[src/rtl/branch_resolve_pkg.sv]
// Shared control constants for the hmc-6502 branch resolver: state codes,
// state width and processor-status bit positions.
package branch_resolve_pkg;

    localparam int unsigned STATE_WIDTH = 8;

    localparam logic [STATE_WIDTH-1:0] BRANCH_TAKEN_STATE     = 8'd63;
    localparam logic [STATE_WIDTH-1:0] BRANCH_NOT_TAKEN_STATE = 8'd0;

    localparam int unsigned P_C = 0;
    localparam int unsigned P_Z = 1;
    localparam int unsigned P_I = 2;
    localparam int unsigned P_D = 3;
    localparam int unsigned P_B = 4;
    localparam int unsigned P_V = 6;
    localparam int unsigned P_N = 7;

endpackage

[src/rtl/branch_resolve_if.sv]
// Decision inputs and combinational/registered results between the opcode
// decode side (master) and the branch resolver (slave).
interface branch_resolve_if #(
    parameter int unsigned WIDTH = 8
);
    logic [WIDTH-1:0] p;
    logic [WIDTH-1:0] op_flags;
    logic             branch_polarity;
    logic             en;
    logic             branch_taken;
    logic [WIDTH-1:0] next_state_branch;
    logic             branch_taken_q;
    logic [WIDTH-1:0] next_state_branch_q;

    modport master (
        output p, op_flags, branch_polarity, en,
        input  branch_taken, next_state_branch, branch_taken_q, next_state_branch_q
    );

    modport slave (
        input  p, op_flags, branch_polarity, en,
        output branch_taken, next_state_branch, branch_taken_q, next_state_branch_q
    );
endinterface

[src/rtl/branchlogic.sv]
// Branch decision: any masked status flag set, inverted by the opcode polarity.
module branchlogic #(
    parameter int unsigned WIDTH = 8
) (
    input  logic [WIDTH-1:0] p,
    input  logic [WIDTH-1:0] op_flags,
    input  logic             branch_polarity,
    output logic             branch_taken
);
    logic flag_hit;

    always_comb begin
        flag_hit     = |(p & op_flags);
        branch_taken = flag_hit ^ branch_polarity;
    end
endmodule

[src/rtl/latch.sv]
// Enabled flop with asynchronous active-low reset to a parameterized value.
module latch #(
    parameter int unsigned           WIDTH       = 8,
    parameter logic [WIDTH-1:0]      RESET_VALUE = '0
) (
    input  logic             clk,
    input  logic             reset,
    input  logic             en,
    input  logic [WIDTH-1:0] d,
    output logic [WIDTH-1:0] q
);
    always_ff @(posedge clk or negedge reset) begin
        if (!reset) begin
            q <= RESET_VALUE;
        end else if (en) begin
            q <= d;
        end
    end
endmodule

[src/rtl/mux2.sv]
// Generic 2:1 multiplexer; s=1 selects d1.
module mux2 #(
    parameter int unsigned WIDTH = 8
) (
    input  logic [WIDTH-1:0] d0,
    input  logic [WIDTH-1:0] d1,
    input  logic             s,
    output logic [WIDTH-1:0] y
);
    always_comb begin
        y = s ? d1 : d0;
    end
endmodule

[src/rtl/branch_resolve.sv]
// Branch resolver for the control FSM: picks the taken/not-taken next-state code
// from a masked status flag and offers it both combinationally and registered.
module branch_resolve
    import branch_resolve_pkg::*;
#(
    parameter int unsigned      WIDTH           = STATE_WIDTH,
    parameter logic [WIDTH-1:0] TAKEN_STATE     = WIDTH'(BRANCH_TAKEN_STATE),
    parameter logic [WIDTH-1:0] NOT_TAKEN_STATE = WIDTH'(BRANCH_NOT_TAKEN_STATE)
) (
    input  logic               ph1,
    input  logic               reset,
    branch_resolve_if.slave    bus
);
    logic             taken;
    logic [WIDTH-1:0] next_state;
    logic [WIDTH:0]   cap_d;
    logic [WIDTH:0]   cap_q;

    branchlogic #(.WIDTH(WIDTH)) u_branchlogic (
        .p               (bus.p),
        .op_flags        (bus.op_flags),
        .branch_polarity (bus.branch_polarity),
        .branch_taken    (taken)
    );

    mux2 #(.WIDTH(WIDTH)) u_mux2 (
        .d0 (NOT_TAKEN_STATE),
        .d1 (TAKEN_STATE),
        .s  (taken),
        .y  (next_state)
    );

    // Decision and state code are captured together so they never disagree.
    assign cap_d = {taken, next_state};

    latch #(
        .WIDTH       (WIDTH + 1),
        .RESET_VALUE ({1'b0, NOT_TAKEN_STATE})
    ) u_latch (
        .clk   (ph1),
        .reset (reset),
        .en    (bus.en),
        .d     (cap_d),
        .q     (cap_q)
    );

    assign bus.branch_taken        = taken;
    assign bus.next_state_branch   = next_state;
    assign bus.branch_taken_q      = cap_q[WIDTH];
    assign bus.next_state_branch_q = cap_q[WIDTH-1:0];
endmodule

[src/flat_wrapper.sv]
// flat-port wrapper written by rule: the top's interface ports become plain ports
module branch_resolve_flat import branch_resolve_pkg::*;
#(
    parameter int unsigned      WIDTH           = STATE_WIDTH,
    parameter logic [WIDTH-1:0] TAKEN_STATE     = WIDTH'(BRANCH_TAKEN_STATE),
    parameter logic [WIDTH-1:0] NOT_TAKEN_STATE = WIDTH'(BRANCH_NOT_TAKEN_STATE)
)
  (ph1, reset, bus_p, bus_op_flags, bus_branch_polarity, bus_en, bus_branch_taken, bus_next_state_branch, bus_branch_taken_q, bus_next_state_branch_q);
  branch_resolve_if #(.WIDTH(WIDTH)) bus_i ();
  input  logic ph1;
  input  logic reset;
  input wire logic [$bits(bus_i.p)-1:0] bus_p;
  input wire logic [$bits(bus_i.op_flags)-1:0] bus_op_flags;
  input wire logic [$bits(bus_i.branch_polarity)-1:0] bus_branch_polarity;
  input wire logic [$bits(bus_i.en)-1:0] bus_en;
  output wire logic [$bits(bus_i.branch_taken)-1:0] bus_branch_taken;
  output wire logic [$bits(bus_i.next_state_branch)-1:0] bus_next_state_branch;
  output wire logic [$bits(bus_i.branch_taken_q)-1:0] bus_branch_taken_q;
  output wire logic [$bits(bus_i.next_state_branch_q)-1:0] bus_next_state_branch_q;
  assign bus_i.p = bus_p;
  assign bus_i.op_flags = bus_op_flags;
  assign bus_i.branch_polarity = bus_branch_polarity;
  assign bus_i.en = bus_en;
  assign bus_branch_taken = bus_i.branch_taken;
  assign bus_next_state_branch = bus_i.next_state_branch;
  assign bus_branch_taken_q = bus_i.branch_taken_q;
  assign bus_next_state_branch_q = bus_i.next_state_branch_q;
  branch_resolve #(.WIDTH(WIDTH), .TAKEN_STATE(TAKEN_STATE), .NOT_TAKEN_STATE(NOT_TAKEN_STATE)) u_core (.ph1(ph1), .reset(reset), .bus(bus_i));
endmodule
[config.mk]
export PLATFORM = sky130hd
export DESIGN_NAME = branch_resolve_flat
export DESIGN_NICKNAME = d
export VERILOG_FILES = /design/src/rtl/branch_resolve_pkg.sv /design/src/rtl/branch_resolve_if.sv /design/src/rtl/branchlogic.sv /design/src/rtl/latch.sv /design/src/rtl/mux2.sv /design/src/rtl/branch_resolve.sv /design/src/flat_wrapper.sv
export SDC_FILE = /design/constraint.sdc
export NUM_CORES = 1
export LEC_CHECK = 0
export CAP_MARGIN = 15
export CORE_MARGIN = 2
export CORE_UTILIZATION = 35
export DETAILED_ROUTE_END_ITERATION = 7
export PLACE_DENSITY = 0.79
export SYNTH_ARGS = -nofsm -noshare
export SYNTH_HDL_FRONTEND = slang
export SYNTH_HIERARCHICAL = 1
export SYNTH_SLANG_ARGS = --single-unit
[constraint.sdc]
create_clock -name ph1 -period 3.39 [get_ports ph1]
set_clock_uncertainty 0.1 [all_clocks]
set_input_delay 0.5085 -clock ph1 [delete_from_list [all_inputs] [get_ports ph1]]
set_output_delay 0.5085 -clock ph1 [all_outputs]
set_load 0.05 [all_outputs]
# Yosys cells after proc, flatten, opt, wreduce, memory -nomap -nowiden
# Cells that the tools add are included.
# op_classes
n_mux	1
bitwise_logic	2
n_reduce_logical	1
# ops
operator	count
$and A8 B8 Y8	1
$reduce_or A8 Y1	1
$mux W6	1
$xor A1 B1 Y1	1
# totals
ff_bits	9
out_inout_bits	18
word_cells	5

# Longest topological paths before layout
# depth
ltp_word	4
depth_mapped	6

# Cells and area by module
# The synthesis kept the hierarchy.
# by_module_without_submodules
module	seq_area_each_um2	n_inst	cells_per_inst	area_each_um2
latch	225.2	1	19	371.6
mux2	0.0	1	9	131.4
branchlogic	0.0	1	6	50.0
branch_resolve	0.0	1	2	7.5

# Least setup slack after synthesis
# No wires, ideal clock.
# synth_timing
kind	in2out
startpoint	in bus_p[3]
endpoint	out bus_next_state_branch[0]
n_path_buf	1
required_ps	2782
stages	5
path_slack_ps	601
arrival_time_ps	2181
path_cell_list	a22oi_1 -> nand4_1 -> xor2_1 -> buf_6 -> mux2_4
# synth_via
elab_chain_len	4
# synth_rtl
item	line_no	rtl
from (decl)	flat_wrapper.sv:12	input wire logic [$bits(bus_i.p)-1:0] bus_p;
$and A8 B8 Y8	branchlogic.sv:13	flag_hit = |(p & op_flags);
$reduce_or A8 Y1	branchlogic.sv:13	
$xor A1 B1 Y1	branchlogic.sv:14	branch_taken = flag_hit ^ branch_polarity;
named net bus_branch_taken	flat_wrapper.sv:16	output wire logic [$bits(bus_i.branch_taken)-1:0] bus_branch_taken;
$mux W6	mux2.sv:11	y = s ? d1 : d0;
to (decl)	flat_wrapper.sv:17	output wire logic [$bits(bus_i.next_state_branch)-1:0] bus_next_state_branch;
# The timed path passes the listed nets, and every way through them passes these cells.

# Worst setup path in the final report
# layout_timing
startpoint	in bus_p[0]
endpoint	out bus_next_state_branch[0]
# layout_via
elab_chain_len	4
# layout_rtl
item	line_no
$and A8 B8 Y8	branchlogic.sv:13
$reduce_or A8 Y1	branchlogic.sv:13
$xor A1 B1 Y1	branchlogic.sv:14
$mux W6	mux2.sv:11
# Every way passes these cells.

==> run summary <==
- **post-synth top area share** 45.5%
- **count of port buffers added during placement** 35
- **Endpoint, Worst Hold** u_core/u_latch/q[0]
- **signed area change from the synthesized netlist to the final layout** 90.0%
- **fraction of final layout cells sized beyond drive strength 1** 33.0%
- **transition time at the pin with the least slew margin** 0.547 ns
- **Avg Cell Area, Syn** 15.6 um2
- **CTS Hold Buffers Added** 0
- **Final Critical Period** 2.70 ns
- **height of the die** 44.0 um
- **max-cap check violation count** 0
- **Yosys warning total** 6
- **remaining routing DRC violations** 0
- **layout net count** 109
- **mux cell area share after synthesis** 45.5%
- **number of buffers inserted to repair setup after CTS** 0
- **die area** 1940 um2
- **Vias per Instance** 4.55
- **# setup viols final** 0
- **clock input transition at the sequential cells of the worst setup and hold paths** 0.06 ns
- **first-pass GRT wire length** 1950 um
- **largest fanout on the critical path** 10
- **hold path depth** 1
- **post-route core utilization** 70.7%
- **largest registers ranked by flip-flop count** u_core/u_latch/q: 9 flops
- **Post-synth top flop** dfrtp_1
- **antenna violations before repair** 0
- **number of iterations in the first detailed-routing pass** 2
- **share of the synthesized area in compound gates (AO/OA/AOI/OAI)** 6.25%
- **final hold violation count** 0
- **worst slew margin relative to its limit** 63.4%
- **final antenna-violating net count** 0
- **Final Routed Wirelength** 1200 um
- **data arrival time at the worst-slack endpoint** 2.09 ns
- **area of the core** 1510 um2
- **Final GP Congestion** 0.631
- **number of synthesized flops with an enable pin** 0
- **Resized Gates After CTS** 0
- **largest family of logic cells by synthesized area** multiplexers
- **number of distinct standard cells referenced by the synthesized netlist** 8
- **source-to-sink clock delay at the later pin of the worst-skew pair** 0.26 ns
- **xor and xnor area share after synthesis** 1.56%
- **number of flip-flops under the largest register name** 9
- **required time reported for the critical path endpoint** 2.78 ns
- **class of the most critical hold timing path** flip-flop to flip-flop
- **starting DRC count in detailed routing** 1
- **number of antenna repair diodes** 0
- **number of sinks driven by the clock tree** 9
- **largest delay contributor family on the critical path** buffers and inverters
- **Clock H-tree levels** 1
- **start of the worst register-to-register path** u_core/u_latch/q[8]
- **vias in the first global route** 502
- **largest cells by area after synthesis** mux2_4 (46%), dfrtp_1 (40%), a22oi_1 (4.0%)
- **pins over their slew limit** 0
- **crit path setup slack, layout** 0.693 ns
- **area fraction in and, or, nand and nor cells after synthesis** 1.12%
- **number of buffers added by the clock tree synthesis step** 3
- **buffer cell driving the clock tree root** clkbuf_4
- **Worst setup EP type** output pin
- **list of cells traversed by the critical path** clkdlybuf4s50_1 -> a22oi_1 -> nand4_1 -> xor2_1 -> buf_4 -> mux2_4 -> buf_12
- **routed wirelength normalized by instance count** 11.5 um
- **maximum number of pins on one net before global-route repair** 11
- **total of flip-flops plus latches after synthesis** 9
- **most repeated cell in the gate-level netlist after synthesis** mux2_4
- **period utilization** 79.5%
- **setup slack after placement** 0.684 ns
- **crit path launch type** primary input
- **CP max stage delay** 0.39 ns
- **worst ir drop on vdd** 192 uV
- **count of vias placed by the detailed router** 473
- **FFs w/ async S/R, synth** 100%
- **area after detailed placement** 1040 um2
- **run status** completed
- **Setup Crit Path Kind** primary input to output pin
- **area share of fa/ha/maj cells after synthesis** 0%
- **Critical-path top delay cell** clkdlybuf4s50_1
- **ratio of total power to cell area** 450 nW/um2
- **number of cells on the worst reg-to-reg path** 1
- **gr ovfl total** 0
- **register bank with the most flops** u_core/u_latch/q
- **setup repair after global routing missed its margin** false
- **slack of the worst reg-to-reg path** 2.52 ns
- **number of instances in the synthesized netlist** 36
- **count of pins on the block boundary** 38
- **standard-cell rows** 14
- **effective utilization at floorplan** 37.2%
- **fmax** 0.371 GHz
- **Total Neg Setup Slack** 0 ns
- **standby leakage power** 0.506 nW
- **worst path buffer plus inverter count** 3
- **Syn Std Cell Area** 561 um2
- **post-synth top area cell** mux2_4
- **register area share after synthesis** 40.2%
- **maximum clock path buffer count** 2
- **capturing point of the worst reg2reg path** u_core/u_latch/q[8]
- **Total Routing Usage GR** 14.4%
- **CTS tree** done
- **commonest cells in the netlist** mux2_4 (17), dfrtp_1 (9), a22oi_1 (3), buf_6 (2), conb_1 (2)
- **count of fill cells added during filler insertion** 120
- **start point of the worst hold path** u_core/u_latch/q[0]
- **Layout Cell Area excl Fill** 1060 um2
- **Die Width** 44.0 um
-- how the worst max path moves through the flow --
| stage | from | end | slack, ns | cells past startpoint |
|---|---|---|---|---|
| after global placement | bus_p[0] | bus_next_state_branch[5] | 0.71 | 7 |
| after global routing | bus_p[5] | bus_next_state_branch[0] | 0.60 | 7 |
| after floorplan | bus_p[3] | bus_next_state_branch[0] | 0.60 | 5 |
| after CTS | bus_p[0] | bus_next_state_branch[0] | 0.68 | 7 |
| final | bus_p[0] | bus_next_state_branch[0] | 0.69 | 7 |
| after detailed placement | bus_p[0] | bus_next_state_branch[0] | 0.68 | 7 |
-- logic make-up (layout without fill, tap and decap cells) --
logic type / Yosys count / after routing
mux: 17 / 17
flops: 9 / 9
compound gates: 4 / 4
other cells: 2 / 16
buf+inv: 2 / 40
xor+xnor: 1 / 1
simple gates: 1 / 1
-- area by class of cell --
class	count	area (um2)	area share (%)
clock buffers	4	26.3	2.47
well taps	16	20.0	1.88
multi-input cells	39	365	34.3
flip-flops and latches	9	225	21.2
repair buffers	36	428	40.2
-- metal layers --
| layer | wire length, um | vias up | share of wire [%] | global-route usage, % |
|---|---|---|---|---|
| li1 | - | 220 | - | - |
| met1 | 379 | 214 | 32 | 13.8 |
| met2 | 615 | 35 | 51 | 24.7 |
| met3 | 160 | 4 | 13 | 4.08 |
| met4 | 43 | 0 | 3.6 | 12.7 |
| met5 | 0 | - | 0 | 0 |
-- where the power goes --
group | leakage [nW] | internal (W) | total, W | switching [W]
clock network | 0.0150 | 0.0000453 | 0.0000811 | 0.0000358
logic | 0.386 | 0.000124 | 0.000265 | 0.000141
registers | 0.105 | 0.000124 | 0.000133 | 0.00000921
-- through the flow --
| stage | hold WS [ns] | power (W) | std cells |
|---|---|---|---|
| after CTS | 0.414 | 0.000485 | 104 |
| after global routing | 0.425 | 0.000500 | 104 |
| final | 0.410 | 0.000479 | 104 |
| after floorplan | 0.113 | 0.000298 | 50 |
| after global placement | 0.396 | 0.000398 | 100 |
| after detailed placement | 0.394 | 0.000401 | 100 |
-- placed cells by master, fill, tap and decap left out --
cell type        count
a22oi_1              3
clkdlybuf4s50_1     28
dfrtp_1              9
clkbuf_1             1
clkbuf_4             3
xor2_1               1
buf_4                1
buf_12               7
mux2_4              17
nand4_1              1
conb_1              16
a22oi_2              1
Power figures use the tool's default switching activity.
